### config.mk
export PLATFORM = sky130hd
export DESIGN_NAME = mem_access_ctrl
export DESIGN_NICKNAME = d
export VERILOG_FILES = /design/src/rtl/mem_ctrl_pkg.sv /design/src/rtl/mem_access_ctrl.sv
export SDC_FILE = /design/constraint.sdc
export NUM_CORES = 1
export LEC_CHECK = 0
export BUFFER_PORTS_ARGS = -buffer_cell sky130_fd_sc_hd__buf_2
export CELL_PAD_IN_SITES_DETAIL_PLACEMENT = 2
export CELL_PAD_IN_SITES_GLOBAL_PLACEMENT = 2
export CORE_MARGIN = 10
export CORE_UTILIZATION = 25
export CTS_BUF_LIST = sky130_fd_sc_hd__clkbuf_4
export DETAILED_ROUTE_END_ITERATION = 6
export GPL_ROUTABILITY_DRIVEN = 0
export GPL_TIMING_DRIVEN = 0
export PLACE_DENSITY_LB_ADDON = 0.1
export SYNTH_ARGS = -nofsm -noshare
export SYNTH_HDL_FRONTEND = slang
export SYNTH_SLANG_ARGS = --single-unit
### constraint.sdc
create_clock -name clk -period 1.6 [get_ports clk]
set_input_delay 0 -clock clk [delete_from_list [all_inputs] [get_ports clk]]
set_output_delay 0 -clock clk [all_outputs]
set_load 0.03 [all_outputs]
### src/rtl/mem_ctrl_pkg.sv
// Shared types and default geometry for the bitcell-array memory controller.
// Latency: n/a (types and constants only).
// Backpressure: n/a.
package mem_ctrl_pkg;

    // Default geometry, shared with the decoder and bitcell-array benches.
    localparam int DEF_ADDR_W = 3;
    localparam int DEF_DATA_W = 4;

    typedef enum logic [2:0] {
        IDLE    = 3'd0,
        SETUP   = 3'd1,
        ACCESS  = 3'd2,
        RELEASE = 3'd3,
        RESP    = 3'd4
    } ctrl_state_t;

endpackage

### src/rtl/mem_access_ctrl.sv
// Sequences single read/write requests onto the 3-to-8 decoder and NAND-latch bitcell row.
// Latency: accept at E0, rsp_valid in the cycle after E(N+2), req_ready back after E(N+3).
// Backpressure: req_ready is low in every non-IDLE state; request inputs are ignored while busy.
module mem_access_ctrl
    import mem_ctrl_pkg::*;
#(
    parameter int ADDR_W    = DEF_ADDR_W,
    parameter int DATA_W    = DEF_DATA_W,
    parameter int WR_CYCLES = 2,
    parameter int RD_CYCLES = 2
) (
    input  logic              clk,
    input  logic              rst,
    input  logic              req_valid,
    output logic              req_ready,
    input  logic              req_write,
    input  logic [ADDR_W-1:0] req_addr,
    input  logic [DATA_W-1:0] req_wdata,
    output logic              rsp_valid,
    output logic [DATA_W-1:0] rsp_rdata,
    output logic [ADDR_W-1:0] mem_adr,
    output logic              mem_select,
    output logic              mem_we,
    output logic [DATA_W-1:0] mem_wdata,
    input  logic [DATA_W-1:0] mem_rdata,
    output logic              busy
);

    localparam int MAX_CYC = (WR_CYCLES > RD_CYCLES) ? WR_CYCLES : RD_CYCLES;
    localparam int CNT_W   = $clog2(MAX_CYC) + 1;

    localparam logic [CNT_W-1:0] WR_LOAD = CNT_W'(WR_CYCLES - 1);
    localparam logic [CNT_W-1:0] RD_LOAD = CNT_W'(RD_CYCLES - 1);

    ctrl_state_t      state;
    ctrl_state_t      state_nxt;
    logic [CNT_W-1:0] cnt;
    logic             wr_q;
    logic             accept;
    logic             access_last;

    assign accept      = (state == IDLE) && req_valid;
    assign access_last = (state == ACCESS) && (cnt == '0);

    // State register; reset aborts any access in flight.
    always_ff @(posedge clk or posedge rst) begin
        if (rst) begin
            state <= IDLE;
        end else begin
            state <= state_nxt;
        end
    end

    // Next-state decode plus the handshake outputs that follow the current state.
    always_comb begin
        state_nxt = state;
        req_ready = 1'b0;
        busy      = 1'b1;
        case (state)
            IDLE: begin
                req_ready = 1'b1;
                busy      = 1'b0;
                if (req_valid) begin
                    state_nxt = SETUP;
                end
            end
            SETUP:   state_nxt = ACCESS;
            ACCESS: begin
                if (cnt == '0) begin
                    state_nxt = RELEASE;
                end
            end
            RELEASE: state_nxt = RESP;
            RESP:    state_nxt = IDLE;
            default: state_nxt = IDLE;
        endcase
    end

    // Strobes are registered from the next state so the decoder sees clean,
    // glitch-free select/we edges; select and we always fall together.
    always_ff @(posedge clk or posedge rst) begin
        if (rst) begin
            mem_select <= 1'b0;
            mem_we     <= 1'b0;
            rsp_valid  <= 1'b0;
        end else begin
            mem_select <= (state_nxt == ACCESS);
            mem_we     <= (state_nxt == ACCESS) && wr_q;
            rsp_valid  <= (state_nxt == RESP);
        end
    end

    // Request latch: address and data move only on the accept edge, so they
    // are settled a full SETUP cycle before select rises and held through RELEASE.
    always_ff @(posedge clk or posedge rst) begin
        if (rst) begin
            wr_q      <= 1'b0;
            mem_adr   <= '0;
            mem_wdata <= '0;
        end else if (accept) begin
            wr_q      <= req_write;
            mem_adr   <= req_addr;
            mem_wdata <= req_wdata;
        end
    end

    // Phase counter: loaded in SETUP with N-1, counts down through ACCESS.
    always_ff @(posedge clk or posedge rst) begin
        if (rst) begin
            cnt <= '0;
        end else if (state == SETUP) begin
            cnt <= wr_q ? WR_LOAD : RD_LOAD;
        end else if ((state == ACCESS) && (cnt != '0)) begin
            cnt <= cnt - 1'b1;
        end
    end

    // Read data is captured on the last ACCESS edge; a write zeroes it on RESP entry.
    always_ff @(posedge clk or posedge rst) begin
        if (rst) begin
            rsp_rdata <= '0;
        end else if (access_last && !wr_q) begin
            rsp_rdata <= mem_rdata;
        end else if ((state == RELEASE) && wr_q) begin
            rsp_rdata <= '0;
        end
    end

endmodule

After elaboration in Yosys (flattened, before gate mapping):

Index checks and enable logic that the tools add are counted.
W data, S select, Z words.

* word-level logic and storage cells: 36
* output and inout bits: 16
* bits in registers: 20
* input port bits: 15

* reductions and logical operators: 12
* multiplexer cells: 9
* equal/unequal tests: 5
* add/subtract/negate cells: 1

Operators by type and width (number)
* $pmux W3 S4: 1
* $eq A3 B2 Y1 const B: 3
* $mux W4: 2
* $logic_and A1 B1 Y1: 6
* $mux W3: 2
* $reduce_bool A2 Y1: 3
* $mux W2: 2
* $eq A3 B1 Y1 const B: 1
* $eq A3 B3 Y1 const B: 1
* $logic_not A3 Y1: 1
* $logic_not A2 Y1: 1
* $mux W1: 2
* $sub A2 B1 Y2 const B: 1
* $logic_not A1 Y1: 1

Logic depth before layout (Yosys ltp):

* depth in word-level cells: 5
* mapped depth: 5
* mapped depth without buffers: 5

Least setup slack after synthesis:

No wires, ideal clock.

* kind: flip-flop to flip-flop
* start: register state[0]
* end: register mem_adr[0]
* setup slack: -0.104 ns
* required time: 1.475 ns
* clock period less this slack: 1.704 ns
* setup time: 0.125 ns
* buffers on the path: 1
* cell stages (with the launch flop): 6
* arrival: 1.579 ns
* path through: dfrtp_1 > or3_4 > inv_2 > and2_4 > buf_12 > mux2_4

* longest elaborated chain between the ends: 2

Ends and longest elaborated chain
* start, declared: RTL line mem_access_ctrl.sv:35 `ctrl_state_t state;`
* start signal, assigned: RTL line mem_access_ctrl.sv:50 `state <= state_nxt;`
* $logic_not A3 Y1: RTL line mem_access_ctrl.sv:42 `assign accept = (state == IDLE) && req_valid;`
* $logic_and A1 B1 Y1: RTL line mem_access_ctrl.sv:42
* end signal, assigned: RTL line mem_access_ctrl.sv:102 `mem_adr <= req_addr;`
* end, declared: RTL line mem_access_ctrl.sv:21 `output logic [ADDR_W-1:0] mem_adr,`

No other way between the ends.
A chain may end at the register's enable or synchronous reset.

Worst setup path in the final report:

* start: register state[2]
* end: register mem_adr[2]

The elaborated chain is that of the path after synthesis.

==> metrics.txt <==
# TYPE chip_impl_metric gauge
chip_impl_metric{name="power.share.sequential",unit=""} 0.306
chip_impl_metric{name="floorplan.die_area",unit="mm²"} 0.00647
chip_impl_metric{name="period_needed",unit="ns"} 1.56
chip_impl_metric{name="detail-route-antenna-nets",unit=""} 0
chip_impl_metric{name="finalSetupViolations",unit=""} 0
chip_impl_metric{name="detail_route.first_pass.iterations",unit=""} 3
chip_impl_metric{name="skew",unit="ns"} 0.0205
chip_impl_metric{name="postRouteWirelength",unit="µm"} 2690
chip_impl_metric{name="grt_util_all_layers",unit=""} 0.0886
chip_impl_metric{name="floorplan.rows",unit=""} 21
chip_impl_metric{name="yosys_register_bits",unit=""} 20
chip_impl_metric{name="fillerInstances",unit=""} 366
chip_impl_metric{name="synth.mux.area_fraction",unit=""} 0.142
chip_impl_metric{name="pin_count_of_the_biggest_net_entering_global_routing",unit=""} 21
chip_impl_metric{name="post_synth.cell_area_avg",unit="µm²"} 13.2
chip_impl_metric{name="maxClockFrequency",unit="MHz"} 643
chip_impl_metric{name="area.growth.synth_to_final",unit="%"} 47.3
chip_impl_metric{name="buffers_from_clock_root_to_sink_at_most",unit=""} 2
chip_impl_metric{name="cts.htree.levels",unit=""} 1
chip_impl_metric{name="crit_arrival",unit="ns"} 1.79
chip_impl_metric{name="drt-initial-drc-count",unit=""} 20
chip_impl_metric{name="post_synth_xor_area_fraction",unit=""} 0
chip_impl_metric{name="synth.cell_area",unit="µm²"} 913
chip_impl_info{name="most_area_hungry_cell_type_in_the_yosys_netlist",value="dfrtp_1"} 1
chip_impl_metric{name="crit_path_max_fanout",unit=""} 8
chip_impl_metric{name="max_slew.worst_pin.slew",unit="ns"} 0.796
chip_impl_metric{name="p_per_area",unit="mW/mm²"} 2160
chip_impl_metric{name="numCtsBuffers",unit=""} 3
chip_impl_metric{name="worstPathRequired",unit="ns"} 1.84
chip_impl_metric{name="final_critical_path_setup_slack",unit="ns"} 0.0449
chip_impl_metric{name="multi_input_logic_area",unit="µm²"} 372
chip_impl_metric{name="clk_pin_slew",unit="ns"} 0.14
chip_impl_metric{name="number_of_ports_placed_on_the_die_boundary",unit=""} 31
chip_impl_metric{name="p_leak",unit="nW"} 0.643
chip_impl_metric{name="irDropWorstVdd",unit="mV"} 0.617
chip_impl_metric{name="grt.overflow.total",unit=""} 0
chip_impl_metric{name="grt_first_pass_wirelength",unit="µm"} 4370
chip_impl_info{name="top_cells_by_area_in_the_synthesized_netlist",value="dfrtp_1 55%, mux2_4 13%, o2bb2ai_1 3.8%"} 1
chip_impl_info{name="tritoncts",value="done"} 1
chip_impl_metric{name="synth-compound-area-share",unit=""} 0.122
chip_impl_info{name="timing_worst_setup_path_type",value="reg -> reg"} 1
chip_impl_metric{name="synth-seq-area-share",unit=""} 0.548
chip_impl_metric{name="dpl_cell_area",unit="mm²"} 0.00113
chip_impl_metric{name="clkLatencyLatePin",unit="ns"} 0.33
chip_impl_metric{name="hold_viol_final",unit=""} 0
chip_impl_metric{name="die_h",unit="µm"} 80.4
chip_impl_metric{name="nets",unit=""} 137
chip_impl_metric{name="drive_above_1_share",unit=""} 0.442
chip_impl_metric{name="finalSetupTns",unit="ns"} 0
chip_impl_metric{name="placed_cells",unit=""} 145
chip_impl_metric{name="arithmetic_cell_share_of_the_synthesized_area_counting_full_adders_half_adders_and_majority_gates",unit=""} 0.0137
chip_impl_metric{name="detail_route.vias_per_cell",unit=""} 4.39
chip_impl_metric{name="netlist-cell-type-count",unit=""} 27
chip_impl_info{name="run_status",value="complete, no violations"} 1
chip_impl_metric{name="start_util",unit=""} 0.265
chip_impl_metric{name="initial_antenna_violation_count",unit=""} 0
chip_impl_info{name="synth_top_family_by_area",value="multiplexers"} 1
chip_impl_metric{name="switching_share",unit=""} 0.423
chip_impl_metric{name="clock_sink_count",unit=""} 20
chip_impl_metric{name="post-place-ws",unit="ns"} 0.00813
chip_impl_metric{name="intPower",unit="mW"} 1.68
chip_impl_metric{name="post-layout-total-power",unit="mW"} 2.90
chip_impl_metric{name="final_cell_area",unit="mm²"} 0.00135
chip_impl_metric{name="power.net_switching",unit="mW"} 1.23
chip_impl_metric{name="slew_headroom",unit=""} 0.469
chip_impl_metric{name="synth_top_area_frac",unit=""} 0.548
chip_impl_metric{name="timing.hold.ws",unit="ns"} 0.338
chip_impl_metric{name="ff_latch_area",unit="µm²"} 502
chip_impl_metric{name="first_global_vias",unit=""} 848
chip_impl_info{name="setup_repair_after_global_routing_missed_its_margin",value="no"} 1
chip_impl_info{name="worst_setup_path_end_kind",value="register"} 1
chip_impl_metric{name="synth_warnings",unit=""} 0
chip_impl_metric{name="drc",unit=""} 0
chip_impl_metric{name="vias",unit=""} 729
chip_impl_info{name="worstSetupStartpointType",value="register"} 1
chip_impl_metric{name="fin_crit_sh",unit=""} 0.972
chip_impl_metric{name="number_of_non_filler_instances_in_the_completed_layout",unit=""} 166
chip_impl_info{name="min_path_type",value="in -> async"} 1
chip_impl_metric{name="synthesis.instances",unit=""} 69
chip_impl_metric{name="final-max-slew-violation-count",unit=""} 0
chip_impl_metric{name="post_layout_util",unit=""} 0.391
chip_impl_metric{name="maxCapViolations",unit=""} 0
chip_impl_metric{name="wl_per_cell",unit="µm"} 16.2
chip_impl_metric{name="placeableCoreArea",unit="mm²"} 0.00344
chip_impl_metric{name="combinational_cell_fraction_of_total_power",unit=""} 0.541
chip_impl_metric{name="port-buffer-count",unit=""} 30
chip_impl_metric{name="antenna_cells_inserted",unit=""} 0
chip_impl_metric{name="synth-simple-area-share",unit=""} 0.126
chip_impl_metric{name="post-dp-hpwl",unit="µm"} 1740
chip_impl_metric{name="die_width",unit="µm"} 80.4
chip_impl_metric{name="pwr-share-clk",unit=""} 0.152
chip_impl_info{name="clk_root_buffer_cell",value="clkbuf_4"} 1
chip_impl_metric{name="mappedNetlistNets",unit=""} 85
## routing by layer
metal | part of all wire | GRT usage
met1 | 0.42 | 0.0963
met2 | 0.48 | 0.141
met3 | 0.076 | 0.0401
met4 | 0.022 | 0.0475
met5 | 0 | 0
## flip-flops by register name (all words and copies together), names as in the netlist
| name | flops |
|---|---|
| rsp_valid | 1 |
| mem_adr | 3 |
| wr_q | 1 |
| cnt | 2 |
| mem_select | 1 |
| mem_we | 1 |
| mem_wdata | 4 |
| rsp_rdata | 4 |
| state | 3 |
## cell usage in the layout, fill, tap and decap left out, drive strengths merged
cell	count
or3	1
nor2b	2
nand2b	2
a2bb2oi	1
bufinv	1
and4bb	1
o21ai	1
a22oi	4
dlygate4sd3	14
nor4bb	1
nor2	4
inv	4
o22a	1
mux2i	1
or3b	1
mux2	8
and2	4
nor3	1
o22ai	1
clkbuf	4
dfrtp	20
o2bb2ai	4
ha	1
o21a	1
buf	35
a21oi	2
## synthesized netlist by cell type, drive strengths merged
cell,instances
a22oi,4
buf,2
o21a,1
mux2,8
or3,1
a21oi,2
and2,4
o21ai,1
or3b,1
dfrtp,20
nor4bb,1
o22a,1
clkbuf,1
a2bb2oi,1
nor2,4
nor2b,2
mux2i,1
nand2b,2
and4bb,1
o22ai,1
o2bb2ai,4
ha,1
inv,4
nor3,1
## cells by family (layout without fill, tap and decap cells)
group	Yosys count	count (layout)
and+or+nand+nor	17	17
buffers and inverters	7	58
muxes	9	9
AOI/OAI and AO/OA	15	15
DFF	20	20
adders and majority gates	1	1
## area by class of cell
type,count,share of cell area
repair buffers,47,0.233
plain buffers,3,0.0214
well taps,46,0.0428
flip-flops and latches,20,0.373
clock buffers,3,0.0167
clock inverters,1,0.0223
inverters,4,0.0149
multi-input cells,42,0.276
## critical path: stages, from the launching register on
cell and delay, ns:
dfrtp_2 0.46, or3_4 0.36, inv_6 0.06, and2_4 0.14, buf_12 0.13, mux2_4 0.30
## final timing paths
kind,startpoint,endpoint,slack (ns),cells past startpoint
worst max-delay path,state[2],mem_adr[2],0.04,5
worst min register to register,rsp_rdata[2],rsp_rdata[2],0.53,1
worst max register to register,state[2],mem_adr[2],0.04,5
min in group clk,req_addr[0],mem_adr[0],0.43,3
worst min-delay path,rst,mem_wdata[1],0.34,3
max in group asynchronous,rst,state[2],0.73,3
## power groups by stage
stage	Clock, mW	Sequential (mW)	Combinational (mW)
after floorplan	0	1.21	0.799
after global placement	0	0.902	1.48
after detailed placement	0	0.915	1.49
after CTS	0.438	0.894	1.55
after global routing	0.484	0.926	1.71
final	0.442	0.890	1.57
## timing repair
action,in CTS,in global routing
buffers inserted,1,2
resized for setup,1,2
setup endpoints to repair,8,13
hold buffers,13,1
hold endpoints to repair,32,1
Power figures use the tool's default switching activity.
